**src/rtl/mpsoc_boot_pkg.sv**
```systemverilog
// mpsoc_boot_pkg: shared state encoding, mode names and sizing helper for the boot sequencer.
package mpsoc_boot_pkg;

    typedef enum logic [2:0] {
        ST_HOLD    = 3'd0,
        ST_RELEASE = 3'd1,
        ST_RUN     = 3'd2,
        ST_DONE    = 3'd3,
        ST_FAULT   = 3'd4
    } boot_state_e;

    localparam string MODE_STAGGERED = "STAGGERED";
    localparam string MODE_PARALLEL  = "PARALLEL";

    // Ceiling log2 with a floor of 1 so degenerate sizes still give a usable vector.
    function automatic int log2(input int v);
        int r = 1;
        while ((1 << r) < v) r++;
        return r;
    endfunction

endpackage

```
**src/rtl/mpsoc_boot_sequencer_watchdog.sv**
```systemverilog
// boot_watchdog: saturating enable/clear counter with a terminal-count flag at a programmable limit (0 = never).
module boot_watchdog #(
    parameter int W = 10
) (
    input  logic         clk,
    input  logic         clear,
    input  logic         en,
    input  logic [W-1:0] limit,
    output logic         tc
);

    logic [W-1:0] count;
    logic [W-1:0] sat;

    assign sat = (limit == '0) ? '1 : limit;
    // Flags the edge on which the count steps onto the limit.
    assign tc  = en && (limit != '0) && (count == limit - 1'b1);

    always_ff @(posedge clk) begin
        if (clear)
            count <= '0;
        else if (en && count != sat)
            count <= count + 1'b1;
    end

endmodule

```
**src/rtl/mpsoc_boot_sequencer.sv**
```systemverilog
// mpsoc_boot_sequencer: staggered per-tile reset release and processor enable, with completion, halt and watchdog.
module mpsoc_boot_sequencer
    import mpsoc_boot_pkg::*;
#(
    parameter int    TILE_NUM   = 4,
    parameter int    RESET_HOLD = 20,
    parameter int    STAGGER    = 4,
    parameter int    EN_DELAY   = 2,
    parameter string MODE       = "STAGGERED",
    parameter int    TIMEOUT    = 1000
) (
    input  logic                clk,
    input  logic                reset,
    input  logic [TILE_NUM-1:0] tile_done,
    input  logic                halt_req,
    output logic [TILE_NUM-1:0] tile_reset,
    output logic [TILE_NUM-1:0] processors_en,
    output logic                all_done,
    output logic                timeout,
    output logic                busy
);

    localparam int S  = (MODE == MODE_PARALLEL) ? 0 : STAGGER;
    localparam int CW = log2(RESET_HOLD + TILE_NUM * STAGGER + EN_DELAY + 1);
    localparam int WW = log2(TIMEOUT + 1);
    localparam logic [CW-1:0] C_REL  = CW'(RESET_HOLD - 1);
    localparam logic [CW-1:0] C_LAST = CW'(RESET_HOLD + (TILE_NUM - 1) * S + EN_DELAY);

    boot_state_e state, state_n;
    logic [CW-1:0] c;
    logic [TILE_NUM-1:0] rst_sched, en_sched;
    logic advance, active, done, wd_en, wd_tc, fault;

    always_comb begin
        rst_sched = '0;
        en_sched  = '0;
        for (int i = 0; i < TILE_NUM; i++) begin
            rst_sched[i] = int'(c) < RESET_HOLD + i * S;
            en_sched[i]  = int'(c) >= RESET_HOLD + i * S + EN_DELAY;
        end
    end

    // Halt is only honoured once tiles may be out of reset; HOLD keeps counting regardless.
    assign active  = (state == ST_RELEASE) || (state == ST_RUN);
    assign advance = (state == ST_HOLD) || (state == ST_RELEASE && !halt_req);
    assign done    = (state == ST_RUN) && (&tile_done);
    assign wd_en   = (state == ST_RUN) && !halt_req;
    assign fault   = wd_tc && !done;

    always_comb begin
        state_n = state;
        case (state)
            ST_HOLD:    state_n = (c == C_REL) ? ST_RELEASE : ST_HOLD;
            ST_RELEASE: state_n = (!halt_req && c == C_LAST) ? ST_RUN : ST_RELEASE;
            ST_RUN:     state_n = done ? ST_DONE : (wd_tc ? ST_FAULT : ST_RUN);
            default:    state_n = state;
        endcase
    end

    boot_watchdog #(.W(WW)) u_watchdog (
        .clk   (clk),
        .clear (reset),
        .en    (wd_en),
        .limit (WW'(TIMEOUT)),
        .tc    (wd_tc)
    );

    always_ff @(posedge clk) begin
        if (reset) begin
            state         <= ST_HOLD;
            c             <= '0;
            tile_reset    <= '1;
            processors_en <= '0;
            all_done      <= 1'b0;
            timeout       <= 1'b0;
            busy          <= 1'b1;
        end else begin
            state    <= state_n;
            busy     <= (state_n == ST_HOLD) || (state_n == ST_RELEASE);
            all_done <= all_done | done;
            timeout  <= timeout | fault;
            if (advance) begin
                c          <= (c == C_LAST) ? c : c + 1'b1;
                tile_reset <= rst_sched;
            end
            if (active)
                processors_en <= (halt_req || fault) ? '0 : en_sched;
        end
    end

endmodule

```
**config.mk**
```make
export PLATFORM = sky130hd
export DESIGN_NAME = mpsoc_boot_sequencer
export DESIGN_NICKNAME = d
export VERILOG_FILES = /design/src/rtl/mpsoc_boot_pkg.sv /design/src/rtl/mpsoc_boot_sequencer_watchdog.sv /design/src/rtl/mpsoc_boot_sequencer.sv
export SDC_FILE = /design/constraint.sdc
export NUM_CORES = 1
export LEC_CHECK = 0
export CAP_MARGIN = 0
export CORE_ASPECT_RATIO = 2
export CORE_MARGIN = 3
export CORE_UTILIZATION = 60
export CTS_BUF_LIST = sky130_fd_sc_hd__clkbuf_8
export CTS_CLUSTER_DIAMETER = 30
export DETAILED_ROUTE_END_ITERATION = 6
export PLACE_DENSITY = 0.82
export SYNTH_ARGS = -nofsm -noshare
export SYNTH_HDL_FRONTEND = slang
export SYNTH_HIERARCHICAL = 1
export SYNTH_SLANG_ARGS = --single-unit
```
**constraint.sdc**
```tcl
create_clock -name clk -period 7.6 [get_ports clk]
set_input_delay 1.9 -clock clk [delete_from_list [all_inputs] [get_ports clk]]
set_output_delay 1.9 -clock clk [all_outputs]
set_load 0.05 [all_outputs]
```
==> qor.txt, run 1 <==
IO Port Bufs - 17
Residual DRC - 0
die area - 4290 µm²
commonest cells in the netlist - dfxtp_1, inv_1, a21oi_1, nor2_1, xnor2_1
antenna cells - 0
Worst Tran Pin Value - 701 ps
Mapped Area - 2100 µm²
remaining antenna violation count after routing - 0
Starting DRT DRC Count - 82
GRT Total Usage - 28.1%
Placer Congestion - 0.898
hpwl dp - 4020 µm
Fin. Hold Viols - 0
Post-Layout Cell Count - 340
CP max stage delay - 630 ps
final wirelength - 5200 µm
Yosys top cell area share - 28.6%
CTS tree - done
initial antenna violation count - 0
# setup viols final - 0
Clock Power Share - 40.1%
area post-placement - 2370 µm²
sequential share of power - 49.3%
Post-Layout Inst Area - 2470 µm²
DR vias/cell - 5.93
most common cell in the netlist - dfxtp_1
Placed Cells - 332
CP delay by family, top - compound AO/OA/AOI/OAI gates
kind of critical path - in2reg
Static Leakage - 0.908 nW
maximum clock rate - 204 MHz
CP bufs+invs - 2
Placement Rows - 29
Post-synth EDFFs - 0
ys async rst share - 0%
NetSw - 82.4 µW
Num CTS Buffers - 5
status - completed
period utilization - 64.6%
worst setup margin - 2690 ps
Nets - 318
Worst Path Arrival - 5040 ps
Die Ht - 89.7 µm
Main synth FF type - dfxtp_1
hold_buf cts - 0
Max Slew Vio Count - 0
H-tree lvl count - 2
pin count of the biggest net entering global routing - 30
CP required - 7740 ps
worst slack at placement - 2430 ps
Power, Total - 327 µW
Synth Area per Inst - 8.14 µm²
core box area - 3270 µm²
dominant cells by area after synthesis - dfxtp_1, xnor2_1, a21oi_1
clk root buf - clkbuf_8
Initial Util - 64.3%
remaining global-route overflow - 0
Switching Share - 25.2%
latest clock arrival within the worst-skew pair - 290 ps
synthesis-to-layout area growth - 17.4%
Setup Buffers After CTS - 0
Setup TNS Final - 0 ps
Max Buffers Root-to-Sink - 2
Power Dens Cells - 133 nW/µm²
# IOs - 18
yosys warns - 6
Layout Utilization - 75.5%
first-pass detailed-route iteration total - 5
CP endpoint kind - flip-flop
combinational share of power - 10.6%
minimum clock period - 4910 ps
HP Class - reg2reg
peak supply drop - 0.131 mV
layout cells sized above 1 - 7.77%
register bit total from synthesis - 30
via count of the routed design - 2015
clk sink count - 30
worst-path fanout max - 8
Worst setup SP type - input port
post-CTS sizing - 0
Max-cap violations - 0
Layout Skew - 8.74 ps
CP Cell Sequence - clkdlybuf4s50_1 -> nor3_1 -> o2111ai_1 -> or4_1 -> a2111oi_0 -> buf_4 -> nor3b_1 -> a211oi_1 -> o32ai_1
Min Hold Slack - 458 ps
number of global-route vias before repair - 1962
sequential fraction of the synthesis area - 28.6%
Int Power - 245 µW
WL/cell - 15.3 µm
Mapped Cells - 258
Max transition margin - 52.9%
Synth area leader - dfxtp_1
Unique masters post-synth - 66
Reg clk slew, reported paths - 60 ps
RSZ-0062 raised after global routing - false
global-route wire length before repair - 8500 µm
die width - 47.8 µm
Crit-path slowest cell - nor3_1
[state kept, by name, indices dropped and copies added (netlist names)]
name	cells
tile_reset	4
all_done	1
state	3
u_watchdog/count	10
busy	1
processors_en	4
timeout	1
c	6
[placed cells by master (no fill, tap or decap), types with 4 or more instances in the layout]
cell type / n
conb_1: 43
dfxtp_1: 30
inv_1: 20
a21oi_1: 17
clkdlybuf4s50_1: 17
nor2_1: 15
xnor2_1: 13
nand2_1: 10
o21ai_0: 10
nand4_1: 8
nand2b_1: 6
nor2b_1: 6
a31oi_1: 6
o31ai_1: 6
clkbuf_8: 6
nor3_1: 5
nand3_1: 5
xor2_1: 5
or3_1: 5
a211o_2: 4
nor3b_1: 4
a211oi_1: 4
o32ai_1: 4
and3_1: 4
[path summary, 6_finish.rpt]
path | start | depth (start not counted) | slack [ps] | to
min | processors_en[0] | 2 | 460 | processors_en[0]
max | halt_req | 9 | 2690 | processors_en[0]
min reg2reg | processors_en[0] | 2 | 460 | processors_en[0]
max reg2reg | state[1] | 9 | 4100 | processors_en[0]
[layout make-up]
class | instances | area, µm²
Clock inverter | 2 | 8.76
Sequential cell | 30 | 601
Timing Repair Buffer | 19 | 185
Inverter | 19 | 71.3
Tap cell | 31 | 38.8
Multi-Input combinational cell | 233 | 1480
Clock buffer | 6 | 82.6
Fill cell | 291 | 800
[cells by family (layout without fill, tap and decap cells)]
| logic type | count (synthesis) | after routing | share of synthesized area [%] |
|---|---|---|---|
| other cells | 2 | 43 | 0.357 |
| mux | 4 | 4 | 2.08 |
| xor+xnor | 18 | 18 | 7.50 |
| simple gates | 88 | 88 | 25.4 |
| fa+ha+maj | 3 | 3 | 1.79 |
| buf+inv | 36 | 46 | 8.34 |
| compound gates | 77 | 77 | 26.0 |
| flops | 30 | 30 | 28.6 |
[power groups by stage]
stage / clock [mW] / sequential, mW / combinational (mW)
floorplan: 0 / 0.163 / 0.0272
global route: 0.141 / 0.162 / 0.0392
detailed placement: 0 / 0.165 / 0.0326
CTS: 0.134 / 0.161 / 0.0327
global placement: 0 / 0.165 / 0.0323
finish: 0.131 / 0.161 / 0.0346
[tightest hold or removal path: stages, from the launching register on]
cell and delay (ps):
dfxtp_1 310, inv_1 50, o32ai_1 50
[routing by layer]
metal	GRT usage, %	vias up	share of wire [%]
met3	4.19	19	1.7
met2	56.1	37	61
met5	0	-	0
met1	22.6	939	33
met4	16.2	0	4.8
li1	-	1020	-
Note: power is estimated with default switching activity, not from simulation.
==> inputs of run 2 (changes only) <==
--- a/config.mk
+++ b/config.mk
@@ -8,11 +8,11 @@
 export CAP_MARGIN = 0
 export CORE_ASPECT_RATIO = 2
 export CORE_MARGIN = 3
-export CORE_UTILIZATION = 60
+export CORE_UTILIZATION = 54
 export CTS_BUF_LIST = sky130_fd_sc_hd__clkbuf_8
 export CTS_CLUSTER_DIAMETER = 30
 export DETAILED_ROUTE_END_ITERATION = 6
-export PLACE_DENSITY = 0.82
+export PLACE_DENSITY = 0.78
 export SYNTH_ARGS = -nofsm -noshare
 export SYNTH_HDL_FRONTEND = slang
 export SYNTH_HIERARCHICAL = 1
==> constraint.sdc (replaced) <==
create_clock -name clk -period 4.46 [get_ports clk]
set_input_delay 1.115 -clock clk [delete_from_list [all_inputs] [get_ports clk]]
set_output_delay 1.115 -clock clk [all_outputs]
set_load 0.05 [all_outputs]
==> run 2 against run 1 <==
Sequential share of layout area fell by 0.44 points. Via count fell by 1.0%. Critical path depth rose by 1. Final cell count rose by 5.6%. Clock power rose by 100%. Largest power group unchanged. Largest cell class unchanged. Critical endpoint unchanged. Count of clock-buffer cells in the layout fell by 1. Sequential cell count did not move. Critical path type unchanged. Wire length fell by 0.73%.
==> qor.txt, run 2 (synthesized netlist as in run 1, its figures left out) <==
worst-path fanout max - 8
Max Buffers Root-to-Sink - 2
IO Port Bufs - 17
R2R Path Start - state[1]
remaining global-route overflow - 0
H-tree lvl count - 2
# fillers - 330
RSZ-0062 raised after global routing - false
GRT Total Usage - 23.5%
hold_buf cts - 0
status - completed
core box area - 3680 µm²
most common cell after layout, fill and taps aside - conb_1
Nets - 319
antenna cells - 0
Placement Rows - 31
Crit-path slowest cell - clkdlybuf4s50_1
Top cell by count, worst path - buf_4
# setup viols final - 0
initial antenna violation count - 0
DR vias/cell - 5.55
CP endpoint kind - flip-flop
area post-placement - 2400 µm²
Max Slew Vio Count - 0
CP delay by family, top - compound AO/OA/AOI/OAI gates
kind of critical path - in2reg
GRT met3 Usage - 3.18%
Die Ht - 94.2 µm
met2 usage - 48.0%
Max-cap violations - 0
Num CTS Buffers - 5
RR Endpoint - processors_en[0]
hold path cells - 2
Residual DRC - 0
via count of the routed design - 1994
global-route wire length before repair - 8460 µm
Setup TNS Final - 0 ps
CP bufs+invs - 3
synthesis-to-layout area growth - 19.5%
Post-Layout Inst Area - 2510 µm²
Starting DRT DRC Count - 66
clk root buf - clkbuf_8
Setup Buffers After CTS - 0
Layout Skew - 8.00 ps
final wirelength - 5170 µm
Worst setup SP type - input port
Placer Congestion - 0.872
latest clock arrival within the worst-skew pair - 280 ps
max FFs per register - 10
Reg clk slew, reported paths - 60 ps
CTS tree - done
hpwl dp - 4050 µm
die width - 50.1 µm
logic depth of the worst setup path including buffers - 10
first-pass detailed-route iteration total - 6
# IOs - 18
Biggest register - u_watchdog/count
die area - 4720 µm²
CP Cell Sequence - clkdlybuf4s50_1 -> nor3_1 -> buf_4 -> o2111ai_1 -> or4_1 -> a2111oi_0 -> buf_4 -> nor3b_1 -> a211oi_1 -> o32ai_1
Worst Tran Pin Value - 537 ps
CP max stage delay - 520 ps
Static Leakage - 0.922 nW
peak supply drop - 0.235 mV
most frequent cells in the layout - conb_1, dfxtp_1, inv_1, a21oi_1, clkdlybuf4s50_1
minimum clock period - 3770 ps
maximum clock rate - 265 MHz
Worst Path Arrival - 3900 ps
layout cells sized above 1 - 7.74%
clk sink count - 30
Largest regs - u_watchdog/count: 10 flops, c: 6 flops
worst hold path endpoint - processors_en[3]
hold wc startpoint - processors_en[3]
Fin. Hold Viols - 0
WL/cell - 14.4 µm
HP Class - reg2reg
flop2flop setup slack - 1340 ps
CP required - 4590 ps
period utilization - 84.5%
Max transition margin - 64.2%
remaining antenna violation count after routing - 0
GRT Max-Usage Layer - met2
met1 Use GR - 20.0%
Initial Util - 57.0%
pin count of the biggest net entering global routing - 20
R2R cell count - 10
post-CTS sizing - 0
number of global-route vias before repair - 1967
Power Dens Cells - 237 nW/µm²
-- run 2: power by group --
group	switching, mW	internal, mW	leakage [nW]	total, mW
Sequential	0.00486	0.270	0.242	0.275
Combinational	0.0336	0.0248	0.618	0.0584
Clock	0.0994	0.162	0.0607	0.262
-- run 2: per-layer routing --
metal	share of wire (%)	routed length, µm	vias to the layer above
li1	-	-	1020
met1	34	1770	930
met2	62	3180	34
met3	1.8	91	10
met4	2.4	125	0
met5	0	0	-
-- run 2: through the flow --
stage / hold WS (ps) / util, % / std cells / total power [mW] / worst slack, ps
floorplan: 470 / - / 299 / 0.325 / 881
global placement: 446 / 65.3 / 351 / 0.336 / 497
detailed placement: 451 / 65.3 / 351 / 0.336 / 415
CTS: 461 / 68.1 / 359 / 0.597 / 673
global route: 477 / 68.1 / 359 / 0.618 / 495
finish: 456 / 68.1 / 359 / 0.595 / 691
-- run 2: worst max-delay path by stage --
stage	startpoint	to	slack, ps
final	halt_req	processors_en[0]	690
after global routing	halt_req	processors_en[0]	490
after CTS	halt_req	processors_en[0]	670
after detailed placement	halt_req	processors_en[0]	420
after global placement	halt_req	processors_en[1]	500
after floorplan	halt_req	processors_en[0]	880
-- run 2: final cells by class --
type / count / area (µm²) / share of cell area [%]
multi-input cells: 233 / 1480 / 58.9
repair buffers: 20 / 193 / 7.67
flip-flops and latches: 30 / 601 / 23.9
inverters: 19 / 71.3 / 2.84
well taps: 49 / 61.3 / 2.44
clock buffers: 5 / 68.8 / 2.74
clock inverters: 3 / 37.5 / 1.49
-- run 2: worst register-to-register path: cells and delay by family, from the launching register on --
family / cells / cell delay, ps
AOI/OAI and AO/OA: 4 / 1110
and+or+nand+nor: 4 / 890
buffers and inverters: 2 / 390
DFF: 1 / 590
